<file path="src/rtl/ccc_dyncfg_sequencer.sv">
// CCC/PLL power-up and reconfiguration sequencer: writes and verifies a CCC
// register table over APB, releases the PLL, qualifies LOCK, then releases fabric reset.
module ccc_dyncfg_sequencer #(
    parameter int unsigned              NUM_REGS     = 4,
    parameter logic [NUM_REGS*14-1:0]   CFG_TABLE    = '0,
    parameter int unsigned              ARST_CYCLES  = 16,
    parameter int unsigned              LOCK_STABLE  = 1024,
    parameter int unsigned              LOCK_TIMEOUT = 65535,
    parameter int unsigned              MAX_RETRY    = 3,
    parameter bit                       AUTO_START   = 1'b1
) (
    input  logic       PCLK,
    input  logic       PRESET_N,
    input  logic       START,
    input  logic       CCC_BUSY,
    input  logic [7:0] CCC_PRDATA,
    input  logic       PLL_LOCK,
    output logic       CCC_PSEL,
    output logic       CCC_PENABLE,
    output logic       CCC_PWRITE,
    output logic [5:0] CCC_PADDR,
    output logic [7:0] CCC_PWDATA,
    output logic       PLL_ARST_N,
    output logic       PLL_POWERDOWN_N,
    output logic       SYS_RESET_N,
    output logic       CFG_DONE,
    output logic       CFG_ERROR,
    output logic [1:0] ERR_CODE
);

    localparam int unsigned IW = (NUM_REGS > 1) ? $clog2(NUM_REGS) : 1;
    localparam int unsigned AW = (ARST_CYCLES > 0) ? $clog2(ARST_CYCLES + 1) : 1;
    localparam int unsigned SW = $clog2(LOCK_STABLE + 1);
    localparam int unsigned TW = $clog2(LOCK_TIMEOUT + 1);
    localparam int unsigned RW = (MAX_RETRY > 0) ? $clog2(MAX_RETRY + 1) : 1;

    localparam logic [IW-1:0] IDX_LAST   = IW'(NUM_REGS - 1);
    localparam logic [AW-1:0] ARST_LAST  = AW'(ARST_CYCLES - 1);
    localparam logic [AW-1:0] ARST_MAX   = AW'(ARST_CYCLES);
    localparam logic [SW-1:0] STABLE_MAX = SW'(LOCK_STABLE);
    localparam logic [TW-1:0] TMO_MAX    = TW'(LOCK_TIMEOUT);
    localparam logic [RW-1:0] RETRY_MAX  = RW'(MAX_RETRY);

    typedef enum logic [3:0] {
        ST_IDLE,
        ST_PLL_RST,
        ST_WR_SETUP,
        ST_WR_ACCESS,
        ST_RD_SETUP,
        ST_RD_ACCESS,
        ST_REL_RST,
        ST_WAIT_LOCK,
        ST_RUN,
        ST_FAIL
    } state_t;

    state_t        state_q, state_d;
    logic [IW-1:0] idx_q, idx_d;
    logic [AW-1:0] cnt_q, cnt_d;
    logic [SW-1:0] stable_q, stable_d;
    logic [TW-1:0] tmo_q, tmo_d;
    logic [RW-1:0] retry_q, retry_d;
    logic [1:0]    err_q, err_d;
    logic          auto_q, auto_d;
    logic          lock_ff1_q, lock_s_q;
    logic          retry_req;

    logic          psel_q, psel_d;
    logic          penable_q, penable_d;
    logic          pwrite_q, pwrite_d;
    logic [5:0]    paddr_q, paddr_d;
    logic [7:0]    pwdata_q, pwdata_d;
    logic          arst_n_q, arst_n_d;
    logic          pd_n_q, pd_n_d;
    logic          sys_rst_n_q, sys_rst_n_d;
    logic          done_q, done_d;
    logic          cfg_err_q, cfg_err_d;

    logic [5:0]    tab_addr [NUM_REGS];
    logic [7:0]    tab_data [NUM_REGS];

    always_comb begin
        for (int unsigned i = 0; i < NUM_REGS; i++) begin
            tab_addr[i] = CFG_TABLE[i*14+8 +: 6];
            tab_data[i] = CFG_TABLE[i*14   +: 8];
        end
    end

    always_comb begin
        state_d   = state_q;
        idx_d     = idx_q;
        cnt_d     = '0;
        stable_d  = '0;
        tmo_d     = '0;
        retry_d   = retry_q;
        err_d     = err_q;
        auto_d    = auto_q;
        retry_req = 1'b0;

        case (state_q)
            ST_IDLE: begin
                if (START || auto_q) begin
                    auto_d  = 1'b0;
                    retry_d = '0;
                    err_d   = 2'd0;
                    state_d = ST_PLL_RST;
                end
            end
            ST_PLL_RST: begin
                idx_d = '0;
                cnt_d = (cnt_q == ARST_MAX) ? cnt_q : cnt_q + AW'(1);
                if (cnt_q >= ARST_LAST && !CCC_BUSY) state_d = ST_WR_SETUP;
            end
            ST_WR_SETUP: state_d = ST_WR_ACCESS;
            ST_WR_ACCESS: begin
                if (!CCC_BUSY) state_d = ST_RD_SETUP;
            end
            ST_RD_SETUP: state_d = ST_RD_ACCESS;
            ST_RD_ACCESS: begin
                // penable_q marks the real access cycle; later cycles here are busy waits
                if (penable_q && CCC_PRDATA != tab_data[idx_q]) begin
                    err_d     = 2'd1;
                    retry_req = 1'b1;
                end else if (idx_q == IDX_LAST) begin
                    state_d = ST_REL_RST;
                end else if (!CCC_BUSY) begin
                    idx_d   = idx_q + IW'(1);
                    state_d = ST_WR_SETUP;
                end
            end
            ST_REL_RST: state_d = ST_WAIT_LOCK;
            ST_WAIT_LOCK: begin
                if (lock_s_q)
                    stable_d = (stable_q == STABLE_MAX) ? stable_q : stable_q + SW'(1);
                tmo_d = (tmo_q == TMO_MAX) ? tmo_q : tmo_q + TW'(1);
                if (stable_d == STABLE_MAX) begin
                    state_d = ST_RUN;
                end else if (tmo_d == TMO_MAX) begin
                    err_d     = 2'd2;
                    retry_req = 1'b1;
                end
            end
            ST_RUN: begin
                if (START) begin
                    retry_d = '0;
                    err_d   = 2'd0;
                    state_d = ST_PLL_RST;
                end else if (!lock_s_q) begin
                    err_d   = 2'd3;
                    state_d = ST_WAIT_LOCK;
                end
            end
            ST_FAIL: begin
                if (START) begin
                    retry_d = '0;
                    err_d   = 2'd0;
                    state_d = ST_PLL_RST;
                end
            end
            default: state_d = ST_IDLE;
        endcase

        if (retry_req) begin
            if (retry_q < RETRY_MAX) begin
                retry_d = retry_q + RW'(1);
                state_d = ST_PLL_RST;
            end else begin
                state_d = ST_FAIL;
            end
        end
    end

    // Outputs are decoded from the next state so they register together with it
    always_comb begin
        psel_d      = 1'b0;
        penable_d   = 1'b0;
        pwrite_d    = pwrite_q;
        paddr_d     = paddr_q;
        pwdata_d    = pwdata_q;
        arst_n_d    = 1'b0;
        pd_n_d      = 1'b1;
        sys_rst_n_d = 1'b0;
        done_d      = 1'b0;
        cfg_err_d   = 1'b0;

        case (state_d)
            ST_WR_SETUP: begin
                psel_d   = 1'b1;
                pwrite_d = 1'b1;
                paddr_d  = tab_addr[idx_d];
                pwdata_d = tab_data[idx_d];
            end
            ST_WR_ACCESS: begin
                psel_d    = (state_q != ST_WR_ACCESS);
                penable_d = (state_q != ST_WR_ACCESS);
            end
            ST_RD_SETUP: begin
                psel_d   = 1'b1;
                pwrite_d = 1'b0;
                paddr_d  = tab_addr[idx_d];
            end
            ST_RD_ACCESS: begin
                psel_d    = (state_q != ST_RD_ACCESS);
                penable_d = (state_q != ST_RD_ACCESS);
            end
            ST_REL_RST, ST_WAIT_LOCK: arst_n_d = 1'b1;
            ST_RUN: begin
                arst_n_d    = 1'b1;
                sys_rst_n_d = 1'b1;
                done_d      = 1'b1;
            end
            ST_FAIL: begin
                pd_n_d    = 1'b0;
                cfg_err_d = 1'b1;
            end
            default: ;
        endcase
    end

    always_ff @(posedge PCLK or negedge PRESET_N) begin
        if (!PRESET_N) begin
            state_q     <= ST_IDLE;
            idx_q       <= '0;
            cnt_q       <= '0;
            stable_q    <= '0;
            tmo_q       <= '0;
            retry_q     <= '0;
            err_q       <= 2'd0;
            auto_q      <= AUTO_START;
            lock_ff1_q  <= 1'b0;
            lock_s_q    <= 1'b0;
            psel_q      <= 1'b0;
            penable_q   <= 1'b0;
            pwrite_q    <= 1'b0;
            paddr_q     <= '0;
            pwdata_q    <= '0;
            arst_n_q    <= 1'b0;
            pd_n_q      <= 1'b1;
            sys_rst_n_q <= 1'b0;
            done_q      <= 1'b0;
            cfg_err_q   <= 1'b0;
        end else begin
            state_q     <= state_d;
            idx_q       <= idx_d;
            cnt_q       <= cnt_d;
            stable_q    <= stable_d;
            tmo_q       <= tmo_d;
            retry_q     <= retry_d;
            err_q       <= err_d;
            auto_q      <= auto_d;
            lock_ff1_q  <= PLL_LOCK;
            lock_s_q    <= lock_ff1_q;
            psel_q      <= psel_d;
            penable_q   <= penable_d;
            pwrite_q    <= pwrite_d;
            paddr_q     <= paddr_d;
            pwdata_q    <= pwdata_d;
            arst_n_q    <= arst_n_d;
            pd_n_q      <= pd_n_d;
            sys_rst_n_q <= sys_rst_n_d;
            done_q      <= done_d;
            cfg_err_q   <= cfg_err_d;
        end
    end

    assign CCC_PSEL        = psel_q;
    assign CCC_PENABLE     = penable_q;
    assign CCC_PWRITE      = pwrite_q;
    assign CCC_PADDR       = paddr_q;
    assign CCC_PWDATA      = pwdata_q;
    assign PLL_ARST_N      = arst_n_q;
    assign PLL_POWERDOWN_N = pd_n_q;
    assign SYS_RESET_N     = sys_rst_n_q;
    assign CFG_DONE        = done_q;
    assign CFG_ERROR       = cfg_err_q;
    assign ERR_CODE        = err_q;

endmodule
</file>
<file path="config.mk">
export PLATFORM = sky130hd
export DESIGN_NAME = ccc_dyncfg_sequencer
export DESIGN_NICKNAME = d
export VERILOG_FILES = /design/src/rtl/ccc_dyncfg_sequencer.sv
export SDC_FILE = /design/constraint.sdc
export NUM_CORES = 1
export LEC_CHECK = 0
export ABC_CLOCK_PERIOD_IN_PS = 2700
export CAP_MARGIN = 20
export CORE_ASPECT_RATIO = 1.25
export CORE_UTILIZATION = 60
export DETAILED_ROUTE_END_ITERATION = 7
export DONT_BUFFER_PORTS = 1
export GPL_ROUTABILITY_DRIVEN = 0
export HOLD_SLACK_MARGIN = 0.1
export PLACE_DENSITY = 0.88
export SETUP_SLACK_MARGIN = 0.15
export SLEW_MARGIN = 15
export SYNTH_ARGS = -nofsm -noshare
export SYNTH_HDL_FRONTEND = slang
export SYNTH_SLANG_ARGS = --single-unit
</file>
<file path="constraint.sdc">
create_clock -name PCLK -period 2.7 [get_ports PCLK]
set_input_delay 0.405 -clock PCLK [delete_from_list [all_inputs] [get_ports PCLK]]
set_output_delay 0.405 -clock PCLK [all_outputs]
set_load 0.05 [all_outputs]
</file>
# Word level (Yosys, flattened, before mapping)
# Cells that the tools add are included.
[op_classes]
addsub = 5
mul = 0
div_mod_pow = 0
n_lt_le_gt_ge = 4
eq_ne = 33
shift = 0
muxes = 58
n_bitwise = 2
n_reduce_logical = 12
[op_table]
columns = ["operator", "count"]
rows = [
  ["$mux W4", 12],
  ["$mux W11", 4],
  ["$pmux W4 S10", 1],
  ["$bmux W8 S2", 2],
  ["$eq A16 B16 Y1 const B", 2],
  ["$eq A4 B3 Y1 const B", 8],
  ["$mux W16", 2],
  ["$mux W8", 4],
  ["$mux W2", 14],
  ["$eq A11 B11 Y1 const B", 2],
  ["$add A16 B1 Y16 const B", 1],
  ["$eq A4 B2 Y1 const B", 4],
  ["$eq A4 B4 Y1 const B", 4],
  ["$bmux W6 S2", 1],
  ["$mux W6", 2],
  ["$ne A2 B2 Y1 const B", 6],
  ["$add A11 B1 Y11 const B", 1],
  ["$mux W5", 2],
  ["$pmux W2 S5", 1],
  ["$ne A8 B8 Y1", 1],
  ["$pmux W2 S2", 2],
  ["$mux W1", 7],
  ["$reduce_and A7 Y1", 1],
  ["$ge A3 B3 Y1 const B", 2],
  ["other kinds (22)", 28],
]
[totals]
reg_bits = 66
latchBits = 0
mem_bits_rw = 0
mem_bits_ro = 0
n_memories = 0

# Longest topological paths before layout
# Gate-level depths: netlist of the first run.
[depth]
word_depth = 12
ltp_mapped = 11
ltp_nobuf = 10

# Worst setup path after synthesis of the first run
# OpenSTA, ideal clock, no wires.
[synth_path]
path_kind = "register to register"
startpoint = "register tmo_q[0]"
endpoint = "register cfg_err_q (netlist: CFG_ERROR)"
arrival_ps = 2354
t_required_ps = 2581
path_slack_ps = 227
path_stages_with_launch = 11
n_path_buf = 1
period_less_slack_ps = 2473
cell_sequence = "dfrtp_1 -> ha_1 -> and3_1 -> buf_2 -> nand4_4 -> nand3_1 -> a2111oi_4 -> nand3_2 -> nor4_2 -> a211oi_2 -> and2_1"
[synth_via]
elab_chain_len = 9
elab_cells_between_ends = 10
cone_classes = "1 x add/sub; 3 x eq/ne; 6 x mux"
[synth_rtl]
columns = ["item", "line_no", "source"]
rows = [
  ["start: declaration", "61", "logic [TW-1:0] tmo_q, tmo_d;"],
  ["start signal: assignment", "247", "tmo_q <= tmo_d;"],
  ["$add A16 B1 Y16 / $eq A16 B16 Y1 (equally long branches)", "135", "tmo_d = (tmo_q == TMO_MAX) ? tmo_q : tmo_q + TW'(1);"],
  ["$mux W16 *", "135", ""],
  ["$eq A16 B16 Y1 *", "138", "end else if (tmo_d == TMO_MAX) begin"],
  ["$mux W1 *", "138", ""],
  ["$mux W1 *", "136", "if (stable_d == STABLE_MAX) begin"],
  ["$pmux W1 S2 *", "100", "case (state_q)"],
  ["$mux W4 *", "163", "if (retry_req) begin"],
  ["named net state_d[3]", "57", "state_t state_q, state_d;"],
  ["$eq A4 B4 Y1 *", "186", "case (state_d)"],
  ["$mux W1 *", "186", ""],
  ["named net cfg_err_d", "77", "logic cfg_err_q, cfg_err_d;"],
  ["end signal: assignment", "262", "cfg_err_q <= cfg_err_d;"],
  ["end: declaration", "77", ""],
]
# Mark *: on every way through the listed nets, which the timed path passes. The rest lies on a longest branch.
# A chain may end at the register's enable or synchronous reset.

# Worst setup path after layout of the first run
[layout_path]
startpoint = "register stable_q[1]"
endpoint = "register err_q[0] (netlist: ERR_CODE[0])"
[layout_via]
elab_chain_len = 7
elab_cells_between_ends = 8
cone_classes = "1 x add/sub; 3 x eq/ne; 3 x mux; 1 x reduce/logical"
[layout_rtl]
columns = ["item", "line_no", "source"]
rows = [
  ["start: declaration", "60", "logic [SW-1:0] stable_q, stable_d;"],
  ["start signal: assignment", "246", "stable_q <= stable_d;"],
  ["$add A11 B1 Y11 / $eq A11 B11 Y1 (equally long branches)", "134", "stable_d = (stable_q == STABLE_MAX) ? stable_q : stable_q + SW'(1);"],
  ["$mux W11 *", "134", ""],
  ["$mux W11 *", "133", "if (lock_s_q)"],
  ["$mux W11 *", "100", ""],
  ["$eq A11 B11 Y1 *", "136", ""],
  ["$ne A2 B2 Y1 (no source line) *", "n/a", ""],
  ["$reduce_and A7 Y1 (no source line) *", "n/a", ""],
  ["end signal: assignment", "249", "err_q <= err_d;"],
  ["end: declaration", "63", "logic [1:0] err_q, err_d;"],
]
# Mark *: on every way between the ends. The rest lies on a longest branch, timed or not. The select of a mux whose other input is x is not followed.

==> flow_summary.yaml, run 1 <==
finish:
  antenna_cells: 0
  final_cell_area_sq_um: 3832
  fin_util_pct: 73.86
  drive_gt1_share_pct: 29.07
  nNetsFinal: 395
  syn_to_final_growth_pct: 16.46
logic_synthesis:
  netlist_area_sq_um: 3291
  synthArstFlopShare_pct: 100.0
  synth-seq-area-share_pct: 39.62
  synth_edf_count: 0
  ys_ff_latch: 52
  yosys.area.top_type: "dfrtp_1"
  syn_inst: 352
  synth_top_area_share_pct: 38.02
  synth_flop_cell: "dfrtp_1"
  yosysWarnings: 0
  synth_area_per_cell_sq_um: 9.348
  synth_area_leaders: "dfrtp_1, nor2_1, xnor2_1"
  synth_cell_types: 76
worst_setup_path:
  critPathMaxStageDelay_ps: 460
  end_kind: "flop"
  worstPathRequired_ps: 2940
  critical_path_class: "reg -> reg"
  crit_buf_inv: 3
  cp_slowest_cell: "dfrtp_2"
  arrival_ps: 2910
  cp_cell_sequence: "inv_2, ha_4, nor4b_4, nand4b_1, mux2_4, nand4_1, buf_4, nor2_4, buf_4, o31ai_2, a21oi_1, a21oi_1"
  cp_max_fo: 6
  path_delay_family: "simple AND/OR/NAND/NOR gates"
  critPathLaunchType: "flop"
sta:
  fmax_mhz: 374.5
  setup_tns_ps: 0
  post-route-min-period_ps: 2671
  hold_viol_final: 0
  worst_pin_slew_ps: 872.4
  drv_slew: 0
  slew_headroom_pct: 41.02
  rsz0062_at_grt: "yes"
  setup_viol: 0
  finalClockSkew_ps: 9.799
  fin_crit_sh_pct: 98.91
pwr:
  internal-power_mw: 1.374
  pwr-share-seq_pct: 48.3
  p_comb_share_pct: 27.2
  p_clk_share_pct: 24.5
  switching_power_mw: 0.8517
  power.leakage_nw: 1.516
  cellPowerDensity_nw_per_um2: 580.7
  ir_drop_v: 0.0005859
  switching_share_pct: 38.27
global_routing:
  grt_first_pass_wirelength_um: 12290
  grt_pass1_vias: 2708
  grt_usage_pct: 28.03
  grt_max_degree: 53
  antenna_found_initial: 0
  overflow: 0
clock_network:
  cts_buffer_depth: 2
  clkSinkCount: 52
  cts_htree_levels: 2
  clk_pin_slew_ps: 100
  clock_latency_ps: 320
  cts_tree: "yes"
  clock-root-buffer: "clkbuf_8"
  cts_buffers: 5
drt:
  drc: 0
  post_drt_wl_per_cell_um: 18.69
  firstDrtPassIters: 5
  ant_nets: 0
  drt_wl_total_um: 8166
  drt_iter0_markers: 309
  vias_per_cell: 6.675
  num_vias: 2917
die:
  fp.dieH_um: 84.80
  core_area_sq_um: 5189
  initial_core_util_pct: 63.42
  dieArea_sq_um: 5787
  die_w_um: 68.24
  rows: 29
  ios: 37
outcome:
  outcome: "completed"
place:
  placed_cell_area_sq_um: 3298
  port_buffers: 0
  dpl.hpwl_um: 5032
worst_hold_path:
  hold_path_class: "in -> reg"
flow_run:
  maxCapViolations: 0
## cell usage in the layout, fill, tap and decap left out, types with 4 or more instances in the layout
cell	instances
dfrtp_1	33
nand3_1	8
nor4_1	4
and4_2	4
xnor2_1	13
xor2_1	5
ha_1	5
inv_1	11
conb_1	14
dfrtp_2	17
nor2_1	34
nand4_1	6
mux2i_1	4
buf_4	29
nor4_2	5
nand2_1	24
a21oi_1	16
nor3_1	14
clkbuf_8	5
and2_1	4
o21ai_0	9
a31oi_1	4
## logic make-up (layout without fill, tap and decap cells)
kind of cell | count (synthesis) | count (layout) | share of synthesized area, %
flip-flops | 52 | 52 | 39.62
other | 1 | 14 | 0.1140
adder cells (fa/ha/maj) | 8 | 8 | 3.042
AO/OA/AOI/OAI | 77 | 77 | 17.87
buffers and inverters | 44 | 54 | 7.148
multiplexers | 6 | 6 | 1.901
XOR/XNOR | 18 | 18 | 4.791
AND/OR/NAND/NOR | 146 | 146 | 25.51
## power groups by stage
stage	Sequential, mW	Clock [mW]	Combinational, mW
after floorplan	1.04	0	0.447
after global placement	1.08	0	0.486
after detailed placement	1.09	0	0.507
after CTS	1.07	0.555	0.534
after global routing	1.09	0.576	0.668
final	1.08	0.545	0.605
## metal layers
layer,GRT usage [%],vias to the layer above,routed length (um)
met4,13.45,0,244
li1,-,1316,-
met5,0,-,0
met3,6.658,31,522
met2,45.54,142,4134
met1,33.95,1428,3264
## final cells by class
cell class	count	area, sq um
Timing Repair Buffer	33	276.5
Clock buffer	5	68.82
Multi-Input combinational cell	269	1991
Fill cell	347	1356
Inverter	13	51.30
Sequential cell	52	1325
Tap cell	62	77.57
Clock inverter	3	42.54
## state kept, by name (all words and copies together), names as in the netlist, 2 cells and up
| register | count |
|---|---|
| retry_q | 2 |
| state_q | 4 |
| cnt_q | 5 |
| ERR_CODE | 2 |
| idx_q | 2 |
| tmo_q | 16 |
| stable_q | 11 |
## cell usage after synthesis, types with 4 or more instances
master	n
nor3_1	14
and3_1	4
nor4_1	8
nor2_1	36
nand4_1	6
a31oi_1	4
ha_1	8
inv_1	13
buf_4	15
and2_1	4
xnor2_1	13
o21ai_0	10
nand3_1	10
and4_1	6
buf_2	5
xor2_1	5
dfrtp_1	50
nand2_1	25
a311oi_1	4
a21oi_1	18
mux2i_1	4
clkbuf_1	10
## metrics by stage
step / std cells / worst slack [ps] / total power, mW / hold WS [ps]
5_1_grt: 437 / -69.16 / 2.332 / 302.1
3_5_place_dp: 405 / -5.760 / 1.593 / 110.8
3_3_place_gp: 405 / 125.8 / 1.569 / 110.8
4_1_cts: 422 / 132.8 / 2.161 / 104.1
6_report: 437 / 29.42 / 2.226 / 305.6
2_1_floorplan: 365 / 226.7 / 1.484 / 109.4
## repair_timing
| item | CTS | global route |
|---|---|---|
| buffers inserted | 7 | 14 |
| hold buffers | 2 | 1 |
| resized for setup | 12 | 48 |
| endpoints found under the setup margin | 12 | 13 |
| pin swaps | 10 | 24 |
| hold endpoints to repair | 52 | 1 |
## worst reg2reg max path, delay by kind of cell (launching register included)
family / cells / cell delay (ps)
buf+inv: 3 / 380
compound gates: 3 / 570
mux: 1 / 370
flops: 1 / 460
fa+ha+maj: 1 / 120
simple gates: 4 / 680
## path summary, 6_finish.rpt
| path | from | to | slack [ps] | cells after the start |
|---|---|---|---|---|
| worst min register to register | lock_ff1_q | lock_s_q | 360 | 0 |
| max in group asynchronous | PRESET_N | auto_q | 1830 | 2 |
| worst min-delay path | CCC_BUSY | idx_q[0] | 310 | 2 |
| worst max register to register | stable_q[1] | ERR_CODE[0] | 30 | 12 |
| min in group asynchronous | PRESET_N | stable_q[5] | 580 | 2 |
| worst max-delay path | stable_q[1] | ERR_CODE[0] | 30 | 12 |
No activity file was read; power rests on OpenSTA's default activity.
==> run 2: changes to the inputs <==
--- a/config.mk
+++ b/config.mk
@@ -7,7 +7,7 @@
 export LEC_CHECK = 0
 export ABC_CLOCK_PERIOD_IN_PS = 2700
 export CAP_MARGIN = 20
-export CORE_ASPECT_RATIO = 1.25
+export CORE_ASPECT_RATIO = 1.5
 export CORE_UTILIZATION = 60
 export DETAILED_ROUTE_END_ITERATION = 7
 export DONT_BUFFER_PORTS = 1
@@ -19,3 +19,4 @@
 export SYNTH_ARGS = -nofsm -noshare
 export SYNTH_HDL_FRONTEND = slang
 export SYNTH_SLANG_ARGS = --single-unit
+export TNS_END_PERCENT = 1
==> run 2 against run 1 <==
Net effect:
- clock skew is 5.6 ps higher
- global-route usage is 0.33 points lower
- final area is 1.3% lower
- critical path type unchanged
- critical endpoint is now retry_q[0]
==> flow_summary.yaml, run 2 (same netlist as run 1, synthesis figures left out) <==
outcome:
  outcome: "completed"
global_routing:
  grt_pass1_vias: 2813
  overflow: 0
  grt_max_degree: 53
  grt_usage_pct: 27.70
  grt_first_pass_wirelength_um: 12610
  antenna_found_initial: 0
pwr:
  cellPowerDensity_nw_per_um2: 562.1
  ir_drop_v: 0.0005824
  power.leakage_nw: 1.479
  power_mw: 2.126
sta:
  drv_slew: 0
  worst_pin_slew_ps: 880.5
  fmax_mhz: 388.3
  layout_setup_ws_ps: 124.5
  setup_viol: 0
  slew_headroom_pct: 41.34
  fin_crit_sh_pct: 95.39
  setup_tns_ps: 0
  rsz0062_at_grt: "yes"
  finalClockSkew_ps: 15.36
  post-route-min-period_ps: 2576
  hold_viol_final: 0
clock_network:
  clkSinkCount: 52
  cts_buffers: 5
  cts_htree_levels: 2
  clk_pin_slew_ps: 100
  cts_buffer_depth: 2
  clock_latency_ps: 320
  cts_tree: "yes"
  clock-root-buffer: "clkbuf_8"
worst_setup_path:
  critPathLaunchType: "flop"
  cp_max_fo: 7
  critical_path_class: "reg -> reg"
  end_kind: "flop"
  arrival_ps: 2820
  worstPathRequired_ps: 2940
finish:
  mostFrequentLayoutCell: "dfrtp_1"
  largest_reg_flops: 16
  multi_input_area_sq_um: 2011
  syn_to_final_growth_pct: 14.94
  layout_common_cells: "dfrtp_1, nor2_1, nand2_1"
  regMostFlops: "tmo_q"
  reg_top3: "tmo_q: 16 flops, stable_q: 11 flops, cnt_q: 5 flops"
  antenna_cells: 0
  nNetsFinal: 387
  seqCellArea_sq_um: 1321
  drive_gt1_share_pct: 26.16
  nFillCells: 367
flow_run:
  maxCapViolations: 0
die:
  fp.dieH_um: 92.70
  rows: 32
  die_w_um: 62.47
  initial_core_util_pct: 63.22
  ios: 37
  dieArea_sq_um: 5791
  core_area_sq_um: 5205
drt:
  num_vias: 2910
  drt_iter0_markers: 278
  vias_per_cell: 6.690
  top_layer: "met4"
  post_drt_wl_per_cell_um: 19.29
  ant_nets: 0
  met2_length_um: 4619
  firstDrtPassIters: 5
  drc: 0
  met3_length_um: 479
  met1Wirelength_um: 2997
  drt_wl_total_um: 8393
place:
  port_buffers: 0
  place_ws_ps: -33.73
  dpl.hpwl_um: 5298
worst_hold_path:
  hold_path_class: "in -> reg"
==> run 2: report_power, final <==
group	leakage, nW	switching [mW]	internal [mW]
clock network	0.0445	0.261	0.209
logic	0.757	0.359	0.218
registers	0.678	0.217	0.862
total	1.48	0.837	1.29
==> run 2: worst paths after layout <==
path / end / from / cells past startpoint / slack, ps
hold reg to reg: lock_s_q / lock_ff1_q / 0 / 360
hold / removal: idx_q[0] / CCC_BUSY / 2 / 300
min in group asynchronous: tmo_q[6] / PRESET_N / 2 / 610
setup reg to reg: retry_q[0] / tmo_q[0] / 10 / 120
setup / recovery: retry_q[0] / tmo_q[0] / 10 / 120
max in group asynchronous: PLL_POWERDOWN_N / PRESET_N / 2 / 1810
==> run 2: area by class of cell <==
cell class	count	area share [%]
timing repair buffer	25	5.822
clock inverter	1	0.1985
clock buffer	7	2.282
sequential	52	34.93
tap	68	2.249
multi-input combinational	269	53.16
inverter	13	1.356
==> run 2: metrics by stage <==
stage,cells,utilization [%],hold slack [ps],cell area [sq um]
2_1_floorplan,365,-,109.4,3339
3_3_place_gp,412,63.65,111.8,3313
3_5_place_dp,412,63.65,111.8,3313
4_1_cts,425,67.55,107.5,3516
5_1_grt,435,72.67,308.7,3782
6_report,435,72.67,304.1,3782
==> run 2: worst max-delay path, cell delays in order (launching register included) <==
cell,delay (ps)
dfrtp_2,480
ha_4,200
and3_4,210
nand4_4,90
buf_4,130
nand3_2,130
a2111oi_4,460
buf_4,190
o2111ai_1,120
a21oi_2,280
mux2i_1,220
==> run 2: routing by layer <==
metal | up-vias | global-route usage, %
met5 | - | 0
met4 | 0 | 15.70
met3 | 33 | 3.695
met2 | 156 | 51.45
met1 | 1426 | 29.60
li1 | 1295 | -
==> run 2: timing repair <==
item | CTS | global route
hold buffers | 2 | 1
endpoints found under the hold margin | 52 | 1
endpoints found under the setup margin | 11 | 13
gates resized for setup | 13 | 45
setup buffers | 3 | 9
pin swaps | 4 | 22
